File: config.mk
export PLATFORM = sky130hd
export DESIGN_NAME = encoder_pipe
export DESIGN_NICKNAME = d
export VERILOG_FILES = /design/src/rtl/encoder_pipe.sv
export SDC_FILE = /design/constraint.sdc
export NUM_CORES = 1
export LEC_CHECK = 0
export CAP_MARGIN = 15
export CORE_ASPECT_RATIO = 0.7
export CORE_MARGIN = 4
export CORE_UTILIZATION = 50
export DETAILED_ROUTE_END_ITERATION = 7
export PLACE_DENSITY_LB_ADDON = 0.2
export SETUP_SLACK_MARGIN = 0.5
export SYNTH_ARGS = -nofsm -noshare
export SYNTH_HDL_FRONTEND = slang
export SYNTH_SLANG_ARGS = --single-unit
File: constraint.sdc
create_clock -name clk -period 1.9 [get_ports clk]
set_input_delay 0.38 -clock clk [delete_from_list [all_inputs] [get_ports clk]]
set_output_delay 0.38 -clock clk [all_outputs]
set_load 0.01 [all_outputs]
File: src/rtl/encoder_pipe.sv
// (21,18) streaming encoder: check bits replicate d[2:0], optional single-bit
// error injection, and a 2-entry output FIFO with valid/ready on both sides.
module encoder_pipe #(
  parameter int DEPTH = 2,
  parameter int CNT_W = 16
) (
  input  logic             clk,
  input  logic             rst_n,
  input  logic             in_valid,
  output logic             in_ready,
  input  logic [17:0]      d,
  input  logic             inj_en,
  input  logic [4:0]       inj_pos,
  output logic             out_valid,
  input  logic             out_ready,
  output logic [20:0]      cx,
  output logic [CNT_W-1:0] word_cnt
);

  localparam int DATA_W = 18;
  localparam int CW_W   = 21;

  typedef enum logic [1:0] {
    EMPTY = 2'd0,
    ONE   = 2'd1,
    FULL  = 2'd2
  } state_t;

  state_t          state;
  logic [CW_W-1:0] mem [0:1];
  logic            wr_ptr;
  logic            rd_ptr;
  logic [1:0]      count;
  logic            push;
  logic            pop;

  function automatic logic [CW_W-1:0] encode(input logic [DATA_W-1:0] dw);
    return {dw[2:0], dw};
  endfunction

  // Positions 21..31 fall outside the codeword and leave it untouched.
  function automatic logic [CW_W-1:0] inject(input logic [CW_W-1:0] cw,
                                             input logic            en,
                                             input logic [4:0]      pos);
    logic [CW_W-1:0] r;
    r = cw;
    if (en && (pos <= 5'd20)) r[pos] = ~r[pos];
    return r;
  endfunction

  assign count     = state;
  assign in_ready  = (count != 2'(DEPTH));
  assign out_valid = (count != 2'd0);
  assign cx        = mem[rd_ptr];
  assign push      = in_valid && in_ready;
  assign pop       = out_valid && out_ready;

  always_ff @(posedge clk or negedge rst_n) begin
    if (!rst_n) begin
      state    <= EMPTY;
      wr_ptr   <= 1'b0;
      rd_ptr   <= 1'b0;
      mem[0]   <= '0;
      mem[1]   <= '0;
      word_cnt <= '0;
    end else begin
      if (push) begin
        mem[wr_ptr] <= inject(encode(d), inj_en, inj_pos);
        wr_ptr      <= ~wr_ptr;
        word_cnt    <= word_cnt + CNT_W'(1);
      end
      if (pop) rd_ptr <= ~rd_ptr;
      // Push and pop together in ONE keep occupancy; the new word queues behind the head.
      case (state)
        EMPTY:   if (push) state <= ONE;
        ONE: begin
          if (push && !pop)      state <= FULL;
          else if (pop && !push) state <= EMPTY;
        end
        FULL:    if (pop) state <= ONE;
        default: state <= EMPTY;
      endcase
    end
  end

endmodule

* Yosys cells after proc, flatten, opt, wreduce, memory -nomap -nowiden
Index checks and enable logic that the tools add are counted.
** Storage, ports and cells
- Input port bits :: 28
- Word-level logic and storage cells :: 54
- Flip-flop bits (word level) :: 62
- Output and inout port bits :: 39
** Operators by class
- Order comparisons :: 6
- Muxes and demuxes :: 18
- Equality and inequality tests :: 6
- Bitwise gates (word level) :: 5
- $add $sub $neg :: 1
- Reductions and logical operators :: 12
** Operators by type and width (count)
- 21-bit 2-to-1 mux :: 6
- 42-bit bitwise mux :: 1
- 21-bit bitwise mux :: 1
- 21-bit demux with 1-bit select :: 1
- 16-bit by 1-bit adder with 16-bit output (second input constant) :: 1
- 2-bit 2-to-1 mux :: 4
- 1-bit logical AND :: 7
- 5-bit by 6-bit less-than comparator with 1-bit output (second input constant) :: 1
- 2-bit != test (second input constant) :: 3
- 2-bit one-hot mux with 3 select lines :: 1
- 1-bit binary-select mux with 5-bit select :: 1
- 1-bit demux with 5-bit select :: 1
- 5-bit by 1-bit greater-or-equal comparator with 1-bit output (second input constant) :: 1
- 5-bit <= comparator (second input constant) :: 1
- 2-bit greater-or-equal comparator (second input constant) :: 2
- 1-bit NOT with 2-bit output :: 2
- 3-bit != test (second input constant) :: 1
- 1-bit NOT :: 3
- 3-bit AND reduction :: 1
- 2-bit by 1-bit equality test with 1-bit output (second input constant) :: 1
- 2-bit equality test (second input constant) :: 1
- 1-bit logical NOT :: 2
- 2-bit logical NOT :: 1
- 2-bit by 1-bit less-than comparator with 1-bit output (second input constant) :: 1
- 2 further kinds :: 3

* Longest topological paths before layout
- Word-level depth :: 8
- Gate-level depth with buffers :: 9
- Mapped depth without buffers :: 6

* Least setup slack after synthesis
OpenSTA, ideal clock, no wires.
- Path kind :: input -> register
- Start :: input port inj_pos[3]
- End :: register mem[22] (netlist bit)
- Data required time :: 1.762 ns
- Path buffers :: 3
- Stages on the path :: 8
- Arrival time :: 1.790 ns
- Library setup time :: 0.138 ns
- Slack :: -0.027 ns
- Path through :: buf_2 clkbuf_1 or4b_1 buf_2 o21ai_1 nor2_1 a21oi_1 o41ai_2
** Between the ends
- Longest elaborated chain between the ends :: 8
- Elaborated cells on any way between the ends :: 14
- Classes of those cells :: order compare (3); mux (8); bitwise (1); reduce/logical (2)
** RTL lines
- start, declared :: line 13 : input logic [4:0] inj_pos,
- 5-bit by 6-bit less-than comparator with 1-bit output (not written as such) or 5-bit by 1-bit greater-or-equal comparator with 1-bit output (tied branches) :: line 47 : if (en && (pos <= 5'd20)) r[pos] = ~r[pos];
- 1-bit logical AND (not written as such) :: line 47
- 1-bit 2-to-1 mux (not written as such) :: line 47
- 1-bit demux with 5-bit select :: line 47
- 21-bit bitwise mux :: line 47
- 21-bit 2-to-1 mux * :: line 47
- 21-bit 2-to-1 mux * :: line 67 : if (push) begin
- 42-bit bitwise mux * :: line 68 : mem[wr_ptr] <= inject(encode(d), inj_en, inj_pos);
- end signal, assigned by index :: line 68
- end, declared :: line 30 : logic [CW_W-1:0] mem [0:1];
Every way passes the cells marked *; elsewhere a longest branch is shown, timed or not. The select of a mux whose other input is x is not followed.
A chain may end at the register's enable or synchronous reset.

* Worst setup path in the final report
- Start :: register rd_ptr
- End :: output port cx[20]
** Between the ends
- Longest elaborated chain between the ends :: 4
** RTL lines
- start, declared :: line 32 : logic rd_ptr;
- start signal, assigned :: line 72 : if (pop) rd_ptr <= ~rd_ptr;
- 1-bit NOT with 2-bit output (not written as such) :: line 54 : assign cx = mem[rd_ptr];
- 21-bit 2-to-1 mux (not written as such) (3 in series) :: line 54
- end, declared :: line 16 : output logic [20:0] cx,
Every way passes these cells. The select of a mux whose other input is x is not followed.

==> out/results.tsv <==
stage	metric	value	unit
outcome	status	complete, but fails checks	
outcome	failing checks	setup timing	
timing	TNS Setup	-0.0620	ns
timing	Slew HR	64.0	%
clocking	CTS buffer count	9	
floorplanning	core area	6790	sq um
grt	vias in the first global route	3881	
timing	max frequency	0.518	GHz
placed_design	dpl cells	561	
clocking	clock slew at reported path FFs	0.08	ns
yosys	Post-synth EDFFs	0	
clocking	clk root buf	clkbuf_8	
job	maxcap violations	0	
floorplanning	I/O pin cnt	67	
yosys	Yosys reg bits	62	
floorplanning	Starting Density	51.7	%
layout	n_diodes	0	
yosys	Cell variety after synth	51	
clocking	worst skew pair latency	0.36	ns
yosys	Mapped Area	3510	sq um
grt	first-pass GRT wire length	20000	um
setup_path	slowest cell on the critical path	dfrtp_2	
floorplanning	num rows	25	
pwr	Static Leakage	2.92	nW
pwr	total power	7.66	mW
placed_design	I/O Buffers	66	
timing	min Tclk post-route	1.93	ns
detailed_routing	residual DRC count	0	
detailed_routing	initial drt markers	466	
yosys	mux contribution to synthesized area	9.76	%
setup_path	critical path type	register to output port	
setup_path	WP data arrival	1.55	ns
timing	Fin Hold WS	0.0180	ns
detailed_routing	final wirelength	16700	um
yosys	Synth area leaders	dfrtp_1, mux2_2, nor2_1, nand2_1, a22o_1	
layout	Core Util, Final	94.1	%
setup_path	WP data required	1.52	ns
floorplanning	die width	108	um
layout	share of cells above drive strength 1	57.2	%
floorplanning	height of the die	78.1	um
clocking	clock sinks	62	
timing	clk_skew	0.0107	ns
layout	Cell Count, Final, Fillers Out	634	
layout	Finished Cell Area	6380	sq um
yosys	ys async rst share	100	%
placed_design	DP Worst Slack	-0.535	ns
grt	gr ovfl total	0	
detailed_routing	WL/cell	26.3	um
timing	Tightest Pin Transition	0.535	ns
setup_path	crit-path max FO	6	
grt	largest net degree at the start of global routing	63	
timing	Final WS setup	-0.0315	ns
timing	Final setup viols	5	
setup_path	Cell Chain, Critical Path	buf_6, clkbuf_16, mux2_2, buf_6	
setup_path	crit start category	register	
timing	unrepaired setup endpoints after global routing	true	
clocking	htree depth	3	
yosys	Mean Syn Cell Area	9.59	sq um
pwr	P per Cell Area	1200	nW/um^2
yosys	area fraction in compound gates after synthesis	18.7	%
layout	Area growth syn-to-layout	81.9	%
placed_design	hpwl dp	6720	um
clocking	Max Root-Sink Buffers	2	
layout	Final nets	564	
floorplanning	DIE AREA	8450	sq um
yosys	Top FF cell, synth	dfrtp_1	
yosys	Adder-Cell Fraction of Synth Area	0.356	%
clocking	CTS tree	done	
yosys	Syn Nets	395	
setup_path	largest stage delay on the critical path	0.40	ns
yosys	Cells after Synth	366	
setup_path	critical path's most frequent cell	buf_6	
timing	Slew Viols, Final	0	
placed_design	RePlAce Congestion	0.858	
pwr	Worst VDD drop	1.05	mV
yosys	Yosys top cell by area	dfrtp_1	
setup_path	Worst Setup End Kind	output port	
placed_design	dpl cell area	4770	sq um
detailed_routing	Routed Antenna Nets	0	
yosys	combinational family with the most area after synthesis	compound AO/OA/AOI/OAI gates	
hold_path	Worst Hold Class	input port to async pin	
yosys	Post-Synth Simple-Gate Area	18.7	%
yosys	register area share after synthesis	44.2	%
clocking	Post-CTS Hold Buffers	0	
detailed_routing	vias per cell	6.52	
yosys	Synth top area share	44.2	%
yosys	Post-Synth XOR/XNOR Area	3.99	%
yosys	synth warn	0	
grt	GRT Total Usage	30.8	%
detailed_routing	drt first pass iters	5	
timing	Final Cycle Share	102	%
grt	initial antenna violation count	0	
detailed_routing	vias	4131	
timing	count of final hold-check violations	0	
==> routing by layer <==
| layer | up-vias | GRT usage (%) | share of wire [%] |
|---|---|---|---|
| met3 | 108 | 8.87 | 10 |
| met2 | 351 | 51.3 | 48 |
| met5 | - | 0 | 0 |
| met1 | 2020 | 37.6 | 36 |
| met4 | 0 | 12.9 | 6.0 |
| li1 | 1652 | - | - |
==> registers in the layout, indices dropped and copies added, names as in the netlist <==
| name | count |
|---|---|
| word_cnt | 16 |
| count | 2 |
| wr_ptr | 1 |
| rd_ptr | 1 |
| mem | 42 |
==> cell usage in the layout (no fill, tap or decap), types with 3 or more instances in the layout <==
master	netlist	layout
mux2i_1	5	3
nand2_4	0	13
nand4_1	3	3
nor2_2	0	8
a21o_1	3	3
clkbuf_2	0	7
buf_12	0	8
nor2_1	49	28
a21oi_2	0	5
dlygate4sd2_1	0	20
o41ai_4	0	4
dfrtp_1	62	60
buf_8	0	4
xnor2_1	13	5
mux2_2	24	9
or2_4	0	3
o31a_1	3	3
buf_16	0	8
a21oi_4	0	4
inv_1	6	4
nor3_2	0	3
buf_4	0	68
clkdlybuf4s15_1	0	8
clkbuf_8	0	12
buf_2	4	4
o21ai_0	21	10
mux2_4	0	17
nand3b_1	3	3
nor2_4	0	13
a22o_1	16	16
nand3_1	7	5
o21ai_2	10	19
o21ai_1	6	7
nand2_1	46	32
buf_6	4	52
xnor2_2	0	8
==> cells by family after synthesis <==
kind of cell    count (synthesis)
xor+xnor                       16
fa+ha+maj                       1
buf+inv                        30
mux                            31
compound gates                 86
flops                          62
simple gates                  140
==> Yosys cell counts, types with 3 or more instances <==
master / count
buf_6: 4
dfrtp_1: 62
nor4_1: 4
o41ai_2: 5
inv_1: 6
nand4_1: 3
nor2_1: 49
a21oi_1: 11
mux2i_1: 5
xor2_1: 3
xnor2_1: 13
clkbuf_1: 11
o21ai_0: 21
buf_1: 5
a22o_1: 16
nand2_1: 46
mux2_2: 24
nor2b_1: 3
o22ai_1: 3
buf_2: 4
a21o_1: 3
nand3_1: 7
nand3b_1: 3
o31a_1: 3
o21ai_2: 10
o21ai_1: 6
nor3_1: 6
==> path summary, 6_finish.rpt <==
kind	startpoint	endpoint	slack (ns)	cells past startpoint
min	rst_n	mem[14]	0.02	2
max	rd_ptr	cx[20]	-0.03	4
max reg2reg	count[1]	mem[25]	0.06	7
max in group asynchronous	rst_n	word_cnt[0]	1.57	2
min in group clk	word_cnt[15]	word_cnt[15]	0.49	1
min reg2reg	word_cnt[15]	word_cnt[15]	0.49	1
==> worst max-delay path: cells and delay by family (launching register included) <==
| kind | cells | cell delay [ns] |
|---|---|---|
| buf+inv | 3 | 0.43 |
| flops | 1 | 0.40 |
| mux | 1 | 0.36 |
==> timing repair <==
| action | in CTS | in global routing |
|---|---|---|
| setup endpoints to repair | 91 | 95 |
| gates cloned | 9 | 2 |
| setup buffers | 36 | 10 |
| gates resized for setup | 253 | 145 |
| pin swaps | 57 | 36 |
==> final cells by class <==
class | instances | area [sq um]
clock buffers | 13 | 169
well taps | 94 | 118
repair buffers | 182 | 1910
fillers | 189 | 403
inverters | 6 | 25.0
clock inverters | 3 | 65.1
flip-flops and latches | 62 | 1550
multi-input cells | 274 | 2550
==> report_power, final <==
| group | leakage (nW) | switching, mW | internal [mW] |
|---|---|---|---|
| registers | 0.760 | 0.415 | 1.75 |
| clock network | 0.120 | 0.585 | 0.846 |
| logic | 2.04 | 1.79 | 2.27 |
Power figures use the tool's default switching activity.
